`src/rtl/ldr_sink.sv`:
```
// ldr_sink: packs loader byte writes into 16-bit big-endian RAM words.
// Optional running byte checksum on ldr_sum when LDR_CHKSUM_EN is defined.
module ldr_sink (
  input  logic        sysclk,
  input  logic        rstn,
  input  logic [19:0] ldr_addr,
  input  logic [7:0]  ldr_wdat,
  input  logic        ldr_aen,
  input  logic        ldr_wr,
  output logic        ldr_ack,
  output logic [18:0] mem_addr,
  output logic [15:0] mem_wdat,
  output logic [1:0]  mem_be,
  output logic        mem_wr,
  input  logic        mem_ack,
  output logic        busy
`ifdef LDR_CHKSUM_EN
  ,
  output logic [15:0] ldr_sum
`endif
);

  typedef enum logic [1:0] {
    IDLE,
    MEMWR,
    ACK,
    REL
  } state_t;

  state_t      state_q, state_d;
  logic        pend_v_q, pend_v_d;
  logic [7:0]  pend_dat_q, pend_dat_d;
  logic [18:0] pend_waddr_q, pend_waddr_d;
  logic        ack_after_q, ack_after_d;
  logic [18:0] mem_addr_q, mem_addr_d;
  logic [15:0] mem_wdat_q, mem_wdat_d;
  logic [1:0]  mem_be_q, mem_be_d;

  logic        is_idle;
  logic        req;
  logic        odd;
  logic [18:0] waddr;
  logic        pair;
  logic        flush;
  logic        latch;
  logic        single;
  logic        accept;

  assign is_idle = (state_q == IDLE);
  assign req     = ldr_aen & ldr_wr;
  assign odd     = ldr_addr[0];
  assign waddr   = ldr_addr[19:1];
  assign pair    = req & odd & pend_v_q
                 & (pend_waddr_q == waddr);
  // A pending even byte that cannot pair is written alone first.
  assign flush   = pend_v_q
                 & (~ldr_aen | (ldr_wr & ~pair));
  assign latch   = req & ~odd & ~pend_v_q;
  assign single  = req & odd & ~pend_v_q;
  assign accept  = is_idle & (pair | latch | single);

  always_ff @(posedge sysclk or negedge rstn) begin
    if (!rstn) begin
      state_q      <= IDLE;
      pend_v_q     <= 1'b0;
      pend_dat_q   <= 8'h00;
      pend_waddr_q <= 19'd0;
      ack_after_q  <= 1'b0;
      mem_addr_q   <= 19'd0;
      mem_wdat_q   <= 16'h0000;
      mem_be_q     <= 2'b00;
    end else begin
      state_q      <= state_d;
      pend_v_q     <= pend_v_d;
      pend_dat_q   <= pend_dat_d;
      pend_waddr_q <= pend_waddr_d;
      ack_after_q  <= ack_after_d;
      mem_addr_q   <= mem_addr_d;
      mem_wdat_q   <= mem_wdat_d;
      mem_be_q     <= mem_be_d;
    end
  end

  always_comb begin
    state_d      = state_q;
    pend_v_d     = pend_v_q;
    pend_dat_d   = pend_dat_q;
    pend_waddr_d = pend_waddr_q;
    ack_after_d  = ack_after_q;
    mem_addr_d   = mem_addr_q;
    mem_wdat_d   = mem_wdat_q;
    mem_be_d     = mem_be_q;
    unique case (state_q)
      IDLE: begin
        unique case (1'b1)
          pair: begin
            mem_addr_d  = waddr;
            mem_wdat_d  = {pend_dat_q, ldr_wdat};
            mem_be_d    = 2'b11;
            pend_v_d    = 1'b0;
            ack_after_d = 1'b1;
            state_d     = MEMWR;
          end
          flush: begin
            mem_addr_d  = pend_waddr_q;
            mem_wdat_d  = {pend_dat_q, 8'h00};
            mem_be_d    = 2'b10;
            pend_v_d    = 1'b0;
            ack_after_d = 1'b0;
            state_d     = MEMWR;
          end
          latch: begin
            pend_v_d     = 1'b1;
            pend_dat_d   = ldr_wdat;
            pend_waddr_d = waddr;
            state_d      = ACK;
          end
          single: begin
            mem_addr_d  = waddr;
            mem_wdat_d  = {8'h00, ldr_wdat};
            mem_be_d    = 2'b01;
            ack_after_d = 1'b1;
            state_d     = MEMWR;
          end
          default: state_d = IDLE;
        endcase
      end
      MEMWR: begin
        if (mem_ack) begin
          state_d = ack_after_q ? ACK : IDLE;
        end
      end
      ACK: state_d = REL;
      REL: begin
        if (!ldr_wr) begin
          state_d = IDLE;
        end
      end
      default: state_d = IDLE;
    endcase
  end

  assign ldr_ack  = (state_q == ACK);
  assign mem_wr   = (state_q == MEMWR);
  assign mem_addr = mem_addr_q;
  assign mem_wdat = mem_wdat_q;
  assign mem_be   = mem_be_q;
  assign busy     = ~is_idle | pend_v_q;

`ifdef LDR_CHKSUM_EN
  logic [7:0]  acc_q;
  logic        aen_q;
  logic [15:0] sum_q;

  always_ff @(posedge sysclk or negedge rstn) begin
    if (!rstn) begin
      acc_q <= 8'h00;
      aen_q <= 1'b0;
      sum_q <= 16'h0000;
    end else begin
      aen_q <= ldr_aen;
      if (accept) begin
        acc_q <= ldr_wdat;
      end
      if (ldr_aen & ~aen_q) begin
        sum_q <= 16'h0000;
      end else if (state_q == ACK) begin
        sum_q <= sum_q + {8'h00, acc_q};
      end
    end
  end

  assign ldr_sum = sum_q;
`else
  logic unused_accept;
  assign unused_accept = accept;
`endif

endmodule

```
`config.mk`:
```
export PLATFORM = sky130hd
export DESIGN_NAME = ldr_sink
export DESIGN_NICKNAME = d
export VERILOG_FILES = /design/src/rtl/ldr_sink.sv
export SDC_FILE = /design/constraint.sdc
export NUM_CORES = 1
export LEC_CHECK = 0
export ABC_AREA = 1
export CORE_MARGIN = 2
export CORE_UTILIZATION = 28
export DETAILED_ROUTE_END_ITERATION = 8
export GPL_ROUTABILITY_DRIVEN = 0
export GPL_TIMING_DRIVEN = 0
export SLEW_MARGIN = 20
export SYNTH_ARGS = -nofsm -noshare
export SYNTH_HDL_FRONTEND = slang
export SYNTH_SLANG_ARGS = --single-unit
```
`constraint.sdc`:
```
create_clock -name sysclk -period 3.5 [get_ports sysclk]
set_input_delay 1.05 -clock sysclk [delete_from_list [all_inputs] [get_ports sysclk]]
set_output_delay 1.05 -clock sysclk [all_outputs]
set_load 0.005 [all_outputs]
```
==> out/metrics.cfg, run 1 <==
[clock_network]
cts.sinks = 68
cts_hold_buf = 0
numCtsBuffers = 9
cts_tree = yes
ctsResizeCount = 0
clk_pin_slew_ns = 0.06
cts-root-buf = clkbuf_16
cts_buffer_depth = 2
clk_latency_ns = 0.34
htree_levels = 3
post_cts_buffers = 0

[setup_path]
cp_max_fo = 10
ff2ff_path_depth = 7
arrival_ns = 3.07
cp.required_ns = 3.72
crit_type = in2reg
start_kind = primary input
critPathCaptureType = flop

[worst_hold_path]
hold_class = reg2reg
hold_depth = 2

[placement]
pre_cts_slack_ns = 0.3190
dp_cells = 652
placed_area_sq_um = 4223
io_buffers = 72
place_hpwl_um = 6499

[timing]
min_period_over_period_pct = 81.28
finalClockSkew_ns = 0.006229
grt_setup_unrepaired = no
setup_violations = 0
fmax_ghz = 0.3515
holdWs_ns = 0.4671
maxSlewViolCount = 0
slew_headroom_pct = 60.71
setup_ws_ns = 0.6552
worst_pin_slew_ns = 0.5894
finalHoldViolCount = 0
period_minus_slack_ns = 2.845

[route]
dr.first_iter.drc_count = 274
finalWirelength_um = 9005
wl_per_cell_um = 13.48
num_vias = 3024
drt_first_pass_iters = 4
drc_errors = 0
ant_nets = 0
viasPerCell = 4.527

[floorplanning]
start_util_pct = 28.76
row_count = 39
ios = 73
die_area_sq_um = 12660
core_sq_um = 11470
dieHeight_um = 112.5
die_x_um = 112.5

[synth]
synth_area_leaders = dfrtp_1 (52%), nand2_1 (22%), o21ai_0 (5.9%)
yosysTopAreaCell = dfrtp_1
synth_seq_cells = 68
synth_cells = 436
syn-num-nets = 469
synth_cell_types = 20
synth_top_area_share_pct = 51.59
synth-seq-area-share_pct = 51.59
avgSynthCellArea_sq_um = 7.565
yosysWarnings = 0
netlist_area_sq_um = 3298

[grt]
grt_overflow = 0
grt_pass1_wl_um = 14980
grt_max_degree = 46
antenna_found_initial = 0
gr-usage-all-layers_pct = 14.90
grt_pass1_vias = 2995

[power]
ir_worst_vdd_uv = 254.8
p_per_area_nw_per_um2 = 857.0
p_total_uw = 3911
p_leak_uw = 0.002300

[run]
drv_cap = 0

[cells_and_area]
postLayoutCellArea_sq_um = 4564
syn2layout_area_growth_pct = 38.39
diodes = 0
fin_nets = 553
drive_above_1_share_pct = 8.952
final_cells = 668

[outcome]
status = complete, no violations

==> cells in the final DEF (no fill, tap or decap), drive strengths merged, types with 8 or more instances in the layout <==
master         count
nand4              8
nand2            203
buf               15
o21ai             40
inv               41
clkdlybuf4s50     71
clkbuf            18
dfrtp             68
nor2              16
nand3             33
==> metal layers <==
metal / GRT usage [%] / vias to the layer above / wire length (um)
li1: - / 1526 / -
met1: 19.43 / 1413 / 4093
met2: 24.50 / 72 / 4241
met3: 2.700 / 13 / 490
met4: 6.179 / 0 / 180
met5: 0 / - / 0
==> cell families (layout without fill, tap and decap cells) <==
| group | Yosys count | after routing | share of synthesized area (%) |
|---|---|---|---|
| and+or+nand+nor | 262 | 262 | 32.78 |
| xor gates and xnor gates | 2 | 2 | 0.5312 |
| AOI/OAI and AO/OA | 42 | 42 | 6.525 |
| buffers and inverters | 62 | 151 | 8.573 |
| DFF | 68 | 68 | 51.59 |
==> registers in the layout, summed over array words and instances (netlist names) <==
register	count
mem_addr	19
mem_wdat	16
ack_after_q	1
mem_be	2
pend_v_q	1
pend_dat_q	8
state_q	2
pend_waddr_q	19
==> per-stage QoR <==
stage	setup TNS, ns	util, %
after floorplan	0	-
after global placement	-68.16	36.61
after detailed placement	0	36.82
after CTS	0	39.80
after global routing	0	39.80
final	0	39.80
==> synthesized netlist by cell type <==
| cell | number |
|---|---|
| or2_2 | 1 |
| dfrtp_1 | 68 |
| nand3_1 | 33 |
| buf_1 | 1 |
| buf_6 | 2 |
| nand2_2 | 13 |
| o21ai_0 | 39 |
| nor3_1 | 1 |
| o21ai_1 | 1 |
| nor2_1 | 16 |
| inv_1 | 37 |
| buf_8 | 1 |
| nand2_1 | 190 |
| clkbuf_1 | 8 |
| buf_2 | 4 |
| xnor2_1 | 2 |
| nand4_1 | 8 |
| inv_2 | 4 |
| buf_4 | 5 |
| a211oi_1 | 2 |
==> power breakdown <==
group / switching, uW / internal [uW]
sequential: 236 / 1150
combinational: 756 / 723
clock: 348 / 697
==> worst paths after layout <==
| kind | end | slack (ns) | from |
|---|---|---|---|
| max reg2reg | pend_waddr_q[16] | 1.49 | state_q[1] |
| max | mem_addr[12] | 0.66 | ldr_addr[7] |
| max in group asynchronous | pend_waddr_q[9] | 2.35 | rstn |
| min | mem_addr[11] | 0.47 | mem_addr[11] |
| min reg2reg | mem_addr[11] | 0.47 | mem_addr[11] |
| min in group asynchronous | mem_wdat[5] | 0.62 | rstn |
==> area by class of cell <==
class	count	area, sq um
Buffer	21	128.9
Clock buffer	10	229.0
Clock inverter	6	112.6
Fill cell	1161	6903
Inverter	41	153.9
Multi-Input combinational cell	306	1314
Sequential cell	68	1702
Tap cell	143	178.9
Timing Repair Buffer	73	745.7
==> worst max-delay path: stages <==
cell	delay, ns
clkdlybuf4s50_1	0.54
inv_1	0.07
nand2_1	0.06
nand2_1	0.05
nor2_1	0.12
nand2_1	0.07
nor2_1	0.09
nand3_1	0.14
nand2_1	0.12
buf_4	0.17
buf_2	0.25
o21ai_0	0.16
nand3_1	0.12
nand2_1	0.06
No activity file was read; power rests on OpenSTA's default activity.
==> run 2, diff against run 1 <==
clock period = 2.9 ns   (was 3.5 ns; I/O delays follow)
==> results of run 2 <==
Same layout as run 1 (identical final DEF). Status: complete, no violations.
Among the figures that moved: setup slack after placement 0.3190 ns -> -0.1010 ns; setup slack after layout 0.6552 ns -> 0.2352 ns; hold slack 0.4671 ns -> 0.4372 ns; register-to-register setup slack 1.49 ns -> 0.89 ns; total power 3911 uW -> 4721 uW; worst IR drop on VDD 254.8 uV -> 307.6 uV
